===== config.mk =====
export PLATFORM = sky130hd
export DESIGN_NAME = mc_ctrl
export DESIGN_NICKNAME = d
export VERILOG_FILES = /design/src/rtl/mc_ctrl.sv
export SDC_FILE = /design/constraint.sdc
export NUM_CORES = 1
export LEC_CHECK = 0
export ABC_AREA = 1
export BUFFER_PORTS_ARGS = -buffer_cell sky130_fd_sc_hd__buf_2
export CELL_PAD_IN_SITES_DETAIL_PLACEMENT = 1
export CELL_PAD_IN_SITES_GLOBAL_PLACEMENT = 2
export CORE_ASPECT_RATIO = 0.7
export CORE_MARGIN = 4
export CORE_UTILIZATION = 18
export CTS_BUF_LIST = sky130_fd_sc_hd__clkbuf_16
export CTS_CLUSTER_DIAMETER = 40
export DETAILED_ROUTE_END_ITERATION = 7
export PLACE_DENSITY_LB_ADDON = 0.1
export SETUP_SLACK_MARGIN = 0.1
export SLEW_MARGIN = 15
export SYNTH_ARGS = -nofsm -noshare
export SYNTH_HDL_FRONTEND = slang
export SYNTH_SLANG_ARGS = --single-unit

===== constraint.sdc =====
create_clock -name clk -period 2 [get_ports clk]
set_input_delay 0.2 -clock clk [delete_from_list [all_inputs] [get_ports clk]]
set_output_delay 0.2 -clock clk [all_outputs]
set_load 0.01 [all_outputs]

===== src/rtl/mc_ctrl.sv =====
// mc_ctrl: multi-cycle sequencer for a small MIPS datapath
// (add, sub, jr, ori, lui, beq, lw, sw, jal).
// Steps each instruction through FETCH/DECODE/EXEC/MEM/WB and shares a
// single memory port between instruction fetch and data access through a
// req/ack handshake. A watchdog moves the controller to ERR when a memory
// request goes unanswered for too long.
// Optional feature macro: MC_CTRL_PERF_CNT_EN. When it is defined, free-running
// cycle and retire counters are built. When it is undefined, both counter
// ports are tied to zero.
module mc_ctrl #(
  parameter int TIMEOUT_CYCLES = 16
) (
  input  logic        clk,
  input  logic        reset,
  input  logic [5:0]  Op,
  input  logic [5:0]  Funct,
  input  logic        Zero,
  input  logic        mem_ack,
  output logic        mem_req,
  output logic        mem_we,
  output logic        IorD,
  output logic        IRWrite,
  output logic        PCWrite,
  output logic [7:0]  NPCOp,
  output logic [7:0]  RegDst,
  output logic [7:0]  RegSrc,
  output logic        RegWrite,
  output logic [7:0]  EXTOp,
  output logic [7:0]  ALUSrc,
  output logic [7:0]  ALUOp,
  output logic        instr_done,
  output logic        illegal,
  output logic        err,
  output logic [2:0]  state,
  output logic [31:0] cycle_cnt,
  output logic [31:0] retire_cnt
);

  typedef enum logic [2:0] {
    S_FETCH  = 3'd0,
    S_DECODE = 3'd1,
    S_EXEC   = 3'd2,
    S_MEM    = 3'd3,
    S_WB     = 3'd4,
    S_ERR    = 3'd7
  } state_t;

  localparam logic [5:0] OP_RTYPE = 6'h00;
  localparam logic [5:0] OP_JAL   = 6'h03;
  localparam logic [5:0] OP_BEQ   = 6'h04;
  localparam logic [5:0] OP_ORI   = 6'h0D;
  localparam logic [5:0] OP_LUI   = 6'h0F;
  localparam logic [5:0] OP_LW    = 6'h23;
  localparam logic [5:0] OP_SW    = 6'h2B;
  localparam logic [5:0] FN_JR    = 6'h08;
  localparam logic [5:0] FN_ADD   = 6'h20;
  localparam logic [5:0] FN_SUB   = 6'h22;

  // Watchdog counter just wide enough to hold TIMEOUT_CYCLES.
  localparam int WD_W = (TIMEOUT_CYCLES > 0) ? $clog2(TIMEOUT_CYCLES + 1) : 1;
  localparam logic [WD_W-1:0] WD_LIMIT = WD_W'(TIMEOUT_CYCLES);

  state_t          state_reg, state_next;
  logic [WD_W-1:0] wd_reg, wd_next;
  logic            wd_expire;
  logic            err_reg;

  logic is_add, is_sub, is_jr, is_ori, is_lui, is_beq, is_lw, is_sw, is_jal;
  logic is_legal;

  // Instruction decode from the IR fields; R-type with an unknown funct is illegal.
  always_comb begin
    is_add   = (Op == OP_RTYPE) && (Funct == FN_ADD);
    is_sub   = (Op == OP_RTYPE) && (Funct == FN_SUB);
    is_jr    = (Op == OP_RTYPE) && (Funct == FN_JR);
    is_ori   = (Op == OP_ORI);
    is_lui   = (Op == OP_LUI);
    is_beq   = (Op == OP_BEQ);
    is_lw    = (Op == OP_LW);
    is_sw    = (Op == OP_SW);
    is_jal   = (Op == OP_JAL);
    is_legal = is_add | is_sub | is_jr | is_ori | is_lui |
               is_beq | is_lw | is_sw | is_jal;
  end

  // Watchdog: count consecutive unanswered request cycles and flag expiry.
  // Only FETCH and MEM issue requests, so the count is driven from the state.
  always_comb begin
    wd_next   = '0;
    wd_expire = 1'b0;
    if ((TIMEOUT_CYCLES != 0) &&
        ((state_reg == S_FETCH) || (state_reg == S_MEM)) && !mem_ack) begin
      wd_next   = wd_reg + 1'b1;
      wd_expire = (wd_next == WD_LIMIT);
    end
  end

  // Next-state and datapath control decode (Moore per instruction).
  always_comb begin
    state_next = state_reg;
    mem_req    = 1'b0;
    mem_we     = 1'b0;
    IorD       = 1'b0;
    IRWrite    = 1'b0;
    PCWrite    = 1'b0;
    NPCOp      = 8'd0;
    RegDst     = 8'd0;
    RegSrc     = 8'd0;
    RegWrite   = 1'b0;
    EXTOp      = 8'd0;
    ALUSrc     = 8'd0;
    ALUOp      = 8'd0;
    illegal    = 1'b0;

    // ALU and extender selects are set up in EXEC and held through MEM/WB.
    if ((state_reg == S_EXEC) || (state_reg == S_MEM) || (state_reg == S_WB)) begin
      if (is_sub || is_beq) ALUOp = 8'd1;
      if (is_ori)           ALUOp = 8'd2;
      if (is_ori || is_lw || is_sw) ALUSrc = 8'd1;
      if (is_lw || is_sw || is_beq) EXTOp = 8'd1;
      if (is_lui)           EXTOp = 8'd2;
    end

    case (state_reg)
      S_FETCH: begin
        mem_req = 1'b1;
        IorD    = 1'b0;
        IRWrite = mem_ack;
        if (mem_ack) state_next = S_DECODE;
      end
      S_DECODE: begin
        if (is_jr) begin
          PCWrite    = 1'b1;
          NPCOp      = 8'd3;
          state_next = S_FETCH;
        end else if (is_jal) begin
          state_next = S_WB;
        end else if (!is_legal) begin
          // Unknown opcode retires as a nop: just step the PC.
          PCWrite    = 1'b1;
          NPCOp      = 8'd0;
          illegal    = 1'b1;
          state_next = S_FETCH;
        end else begin
          state_next = S_EXEC;
        end
      end
      S_EXEC: begin
        if (is_beq) begin
          PCWrite    = 1'b1;
          NPCOp      = Zero ? 8'd1 : 8'd0;
          state_next = S_FETCH;
        end else if (is_lw || is_sw) begin
          state_next = S_MEM;
        end else begin
          state_next = S_WB;
        end
      end
      S_MEM: begin
        mem_req = 1'b1;
        IorD    = 1'b1;
        mem_we  = is_sw;
        if (mem_ack) begin
          if (is_sw) begin
            PCWrite    = 1'b1;
            NPCOp      = 8'd0;
            state_next = S_FETCH;
          end else begin
            state_next = S_WB;
          end
        end
      end
      S_WB: begin
        RegWrite   = 1'b1;
        PCWrite    = 1'b1;
        state_next = S_FETCH;
        if (is_add || is_sub) begin
          RegDst = 8'd1;
          RegSrc = 8'd0;
        end else if (is_lui) begin
          RegSrc = 8'd2;
        end else if (is_lw) begin
          RegSrc = 8'd1;
        end else if (is_jal) begin
          RegDst = 8'd2;
          RegSrc = 8'd3;
          NPCOp  = 8'd2;
        end
      end
      S_ERR: begin
        state_next = S_ERR;
      end
      default: begin
        state_next = S_ERR;
      end
    endcase

    // An expired watchdog overrides whatever the handshake state wanted.
    if (wd_expire) state_next = S_ERR;
  end

  // State register.
  always_ff @(posedge clk or posedge reset) begin
    if (reset) state_reg <= S_FETCH;
    else       state_reg <= state_next;
  end

  // Watchdog register: restarts whenever the state moves on.
  always_ff @(posedge clk or posedge reset) begin
    if (reset)                        wd_reg <= '0;
    else if (state_next != state_reg) wd_reg <= '0;
    else                              wd_reg <= wd_next;
  end

  // Sticky error flag, cleared only by reset.
  always_ff @(posedge clk or posedge reset) begin
    if (reset)                    err_reg <= 1'b0;
    else if (state_next == S_ERR) err_reg <= 1'b1;
  end

  assign instr_done = PCWrite;
  assign err        = err_reg;
  assign state      = state_reg;

`ifdef MC_CTRL_PERF_CNT_EN
  // Index 0 counts live cycles, index 1 counts retired instructions.
  logic [1:0]       cnt_inc;
  logic [1:0][31:0] cnt_val;

  assign cnt_inc[0] = (state_reg != S_ERR);
  assign cnt_inc[1] = instr_done;

  for (genvar gi = 0; gi < 2; gi++) begin : g_cnt
    logic [31:0] cnt_reg;

    // Wrapping 32-bit event counter.
    always_ff @(posedge clk or posedge reset) begin
      if (reset)            cnt_reg <= '0;
      else if (cnt_inc[gi]) cnt_reg <= cnt_reg + 32'd1;
    end

    assign cnt_val[gi] = cnt_reg;
  end

  assign cycle_cnt  = cnt_val[0];
  assign retire_cnt = cnt_val[1];
`else
  assign cycle_cnt  = 32'd0;
  assign retire_cnt = 32'd0;
`endif

endmodule


======== Word level (Yosys, flattened, before mapping) ========
Cells that the tools add are included.
cells by class
  add/subtract/negate cells ............... 1
  equality and inequality tests ........... 16
  muxes and demuxes ....................... 50
  bitwise operators ....................... 8
  reductions and logical operators ........ 17
operator list
  cell                 count
  $mux 8               4
  $mux 2               13
  $eq 6x6->1 const B   4
  $mux 3               8
  $mux 1               20
  $eq 6x4->1 const B   3
  $pmux 3 s5           1
  $mux 5               2
  $logic_or 1x1->1     9
  $or 1x1->1           8
  $eq 3x2->1 const B   2
  $eq 3x3->1 const B   2
  $eq 6x2->1 const B   1
  $eq 6x3->1 const B   1
  $logic_not 6->1      1
  $pmux 2 s3           1
  $add 5x1->5 const B  1
  $eq 5x5->1 const B   1
  $logic_and 1x1->1    4
  $pmux 1 s4           1
  $eq 3x1->1 const B   1
  $logic_not 3->1      1
  $ne 3x3->1           1
  $reduce_or 2->1      1
  $logic_not 1->1      1
storage, ports and cells
  register bits ........................... 9
  output and inout bits ................... 124
  logic and storage cells ................. 95

======== Depth between registers and ports, before layout ========
  word-level depth ........................ 17
  depth in mapped cells ................... 14

======== Worst setup path after synthesis ========
No wires, ideal clock.
  path kind ............................... register to output
  start point ............................. reg state_reg[0] (netlist: state[0])
  end point ............................... out NPCOp[1]
  data arrival time ....................... 1.401 ns
  required time ........................... 1.800 ns
  path slack .............................. 0.399 ns
  stages on the path, launching flop included .. 6
  cell sequence ........................... dfrtp_1 > nor2_1 > inv_1 > nor2_1 > inv_1 > o21ai_0
on the way
  longest elaborated chain between the ends .. 2
  elaborated cells on any way between the ends .. 4
RTL lines
  element                             RTL line  source
  start: declaration                  63        state_t state_reg, state_next;
  start signal: assignment            205       else state_reg <= state_next;
  $eq 3x3->1 (tied with other cells)  124       case (state_reg)
  $pmux 2 s3 *                        124
  end: declaration                    24        output logic [7:0] NPCOp,
Mark *: on every way between the ends. The rest lies on a longest branch, timed or not.

======== Final worst setup path ========
  start point ............................. reg state_reg[1] (netlist: state[1])
  end point ............................... out ALUSrc[0]
on the way
  longest elaborated chain between the ends .. 4
  elaborated cells on any way between the ends .. 6
RTL lines
  element             RTL line  source
  $eq 3x2->1          116       if ((state_reg == S_EXEC) || (state_reg == S_MEM) || (state_reg == S_WB)) begin
  $logic_or 1x1->1    116
  $logic_or 1x1->1 *  116
  $mux 1 *            116
  end: declaration    29        output logic [7:0] ALUSrc,
Marked as above.

==> metrics.txt <==
number of search-and-repair iterations in the first detailed-routing pass 4; critical path class reg -> out; worst vdd rail ir drop 0.000199 V; minimum setup slack among reg-to-reg paths 360 ps; vertical die dimension 88.4 um; count of mapped cells out of synthesis 253; pwr dens 375 nW/um^2; proportion of layout cells with a drive suffix above 1 25.5%; total length of routed wires 4280 um; number of pins exceeding their max-slew limit in the final report 0; flop and latch count out of synthesis 9; Routed WL per cell 10.1 um; final estimated routing congestion in global placement 0.759; leakage power total 1.07 nW; via count of the first global-routing pass 1253; DIE AREA 10900 um^2; min-delay worst type in -> reg; root buffer cell sky130_fd_sc_hd__clkbuf_16; total congestion overflow after global routing 0; most common cell after layout, fill and taps aside sky130_fd_sc_hd__conb_1; CP Capture Type primary output; summed negative setup slack over all endpoints 0 ps; timing-limited maximum frequency 563 MHz; initial drt markers 35; via count of the routed design 1313; number of placement rows 29; DR vias/cell 3.11; maximum number of pins on one net before global-route repair 10; sequential share of the synthesized area 13.6%; Antenna Cells 0; maximum root-to-sink buffer count 2; period utilization 88.8%; minimum period implied by the final worst setup slack 1780 ps; placed wire-length estimate after detailed placement 3910 um; data required time of the critical path 1800 ps; die outline width 123 um; GR Util All Layers 7.74%; CTS clk-pin slew, worst paths 40 ps; number of filler instances in the final layout 1160; initial antenna violation count 0; number of buffers created by CTS 3; Net count, final 317; worst clock skew on the final layout 0.895 ps; Distinct cells, synth 22; first-pass GRT wire length 6580 um; standard cell core area 9030 um^2; count of antenna-violating nets left after detailed routing 0; clock tree from TritonCTS built; starting density of the core 18.4%; Largest register FFs 5; startpoint type of the worst setup path flop; post-detailed-route DRC marker count 0; average instance area after synthesis 6.57 um^2; count of endpoints failing setup in the final report 0; I/O pins 140; depth of the worst register-to-register path 14; source-to-sink clock delay at the later pin of the worst-skew pair 230 ps; area of combinational cells with multiple inputs 967 um^2; Overall Power 665 uW; worst setup slack before clock tree synthesis 73.4 ps; hold path depth 4; final core utilization 19.6%; crit-path max FO 6; final hold violation count 0; most frequent cells in the layout 101 x sky130_fd_sc_hd__conb_1, 38 x sky130_fd_sc_hd__buf_2, 30 x sky130_fd_sc_hd__nand2_1; Clock Sinks 9; outcome complete, no violations; input/output buffers 38; synth-to-layout area growth 6.78%; warnings from Yosys 0; netlist area before placement 1660 um^2; H-Tree Depth 1; number of max-cap violations 0; Storage cell area 228 um^2; crit path DAT 1580 ps; slack of the critical path 223 ps; RSZ-0062 raised after global routing true
routing by layer:
metal | wire [um] | track usage, % | up-vias
met1 | 2030 | 11.1 | 567
li1 | - | - | 667
met3 | 410 | 1.60 | 2
met2 | 1830 | 12.1 | 77
met4 | 10 | 1.22 | 0
met5 | 0 | 0 | -
power by group:
group | switching (mW) | internal, mW
combinational | 0.118 | 0.0183
sequential | 0 | 0.183
clock | 0.0847 | 0.261
worst max-delay path: stages, from the launching register on:
cell,delay (ps)
sky130_fd_sc_hd__dfrtp_2,460
sky130_fd_sc_hd__nor2_4,120
sky130_fd_sc_hd__inv_1,90
sky130_fd_sc_hd__nor2_4,190
sky130_fd_sc_hd__nor3_4,80
sky130_fd_sc_hd__inv_1,90
sky130_fd_sc_hd__nand2_1,70
sky130_fd_sc_hd__o21ai_0,90
sky130_fd_sc_hd__buf_2,160
kinds of logic (layout without fill, tap and decap cells):
logic type               Yosys count  in the layout  synth area share (%)
buffers and inverters            132             77                  52.9
AND/OR/NAND/NOR                  100            100                  28.8
adder cells (fa/ha/maj)            2              2                  1.51
other                              1            101                 0.226
AO/OA/AOI/OAI                      9              9                  3.09
flip-flops                         9              9                  13.6
path summary, 6_finish.rpt:
kind,endpoint,start
max,ALUSrc[0],state[1]
min,wd_reg[3],mem_ack
max reg2reg,wd_reg[4],wd_reg[1]
min reg2reg,err,err
max in group asynchronous,state[0],reset
min in group asynchronous,wd_reg[4],reset
cells in the mapped netlist, drive strengths merged:
| cell | n | area share [%] |
|---|---|---|
| dfrtp | 9 | 14 |
| buf | 102 | 46 |
| nand3 | 22 | 6.9 |
| nor2 | 32 | 8.6 |
| o2111ai | 1 | 0.53 |
| ha | 2 | 1.5 |
| a21o | 1 | 0.45 |
| inv | 30 | 6.8 |
| nor3 | 2 | 0.60 |
| a21oi | 5 | 1.5 |
| nand2 | 38 | 10 |
| o21ai | 2 | 0.60 |
| conb | 1 | 0.23 |
| or2 | 1 | 0.38 |
| nand4 | 4 | 1.5 |
| nor4 | 1 | 0.38 |
final cells by class:
type | instances | share of cell area [%]
Tap cell | 124 | 8.74
Sequential cell | 9 | 12.8
Clock inverter | 1 | 0.212
Clock buffer | 3 | 4.23
Timing Repair Buffer | 43 | 13.0
Inverter | 30 | 6.49
Multi-Input combinational cell | 212 | 54.5
through the flow:
step / hold slack (ps) / cells / area, um^2
after floorplan: 27.9 / 353 / 2040
after global placement: 209 / 415 / 1630
after detailed placement: 203 / 415 / 1630
after CTS: 360 / 420 / 1740
after global routing: 398 / 422 / 1770
final: 356 / 422 / 1770
repair_timing:
item / 4_1_cts / 5_1_grt
setup endpoints to repair: 8 / 14
hold buffers: 1 / 0
resized for setup: 5 / 8
endpoints found under the hold margin: 9 / 0
setup buffers: 0 / 2
pin swaps: 0 / 2
(Power assumes the default switching activity.)
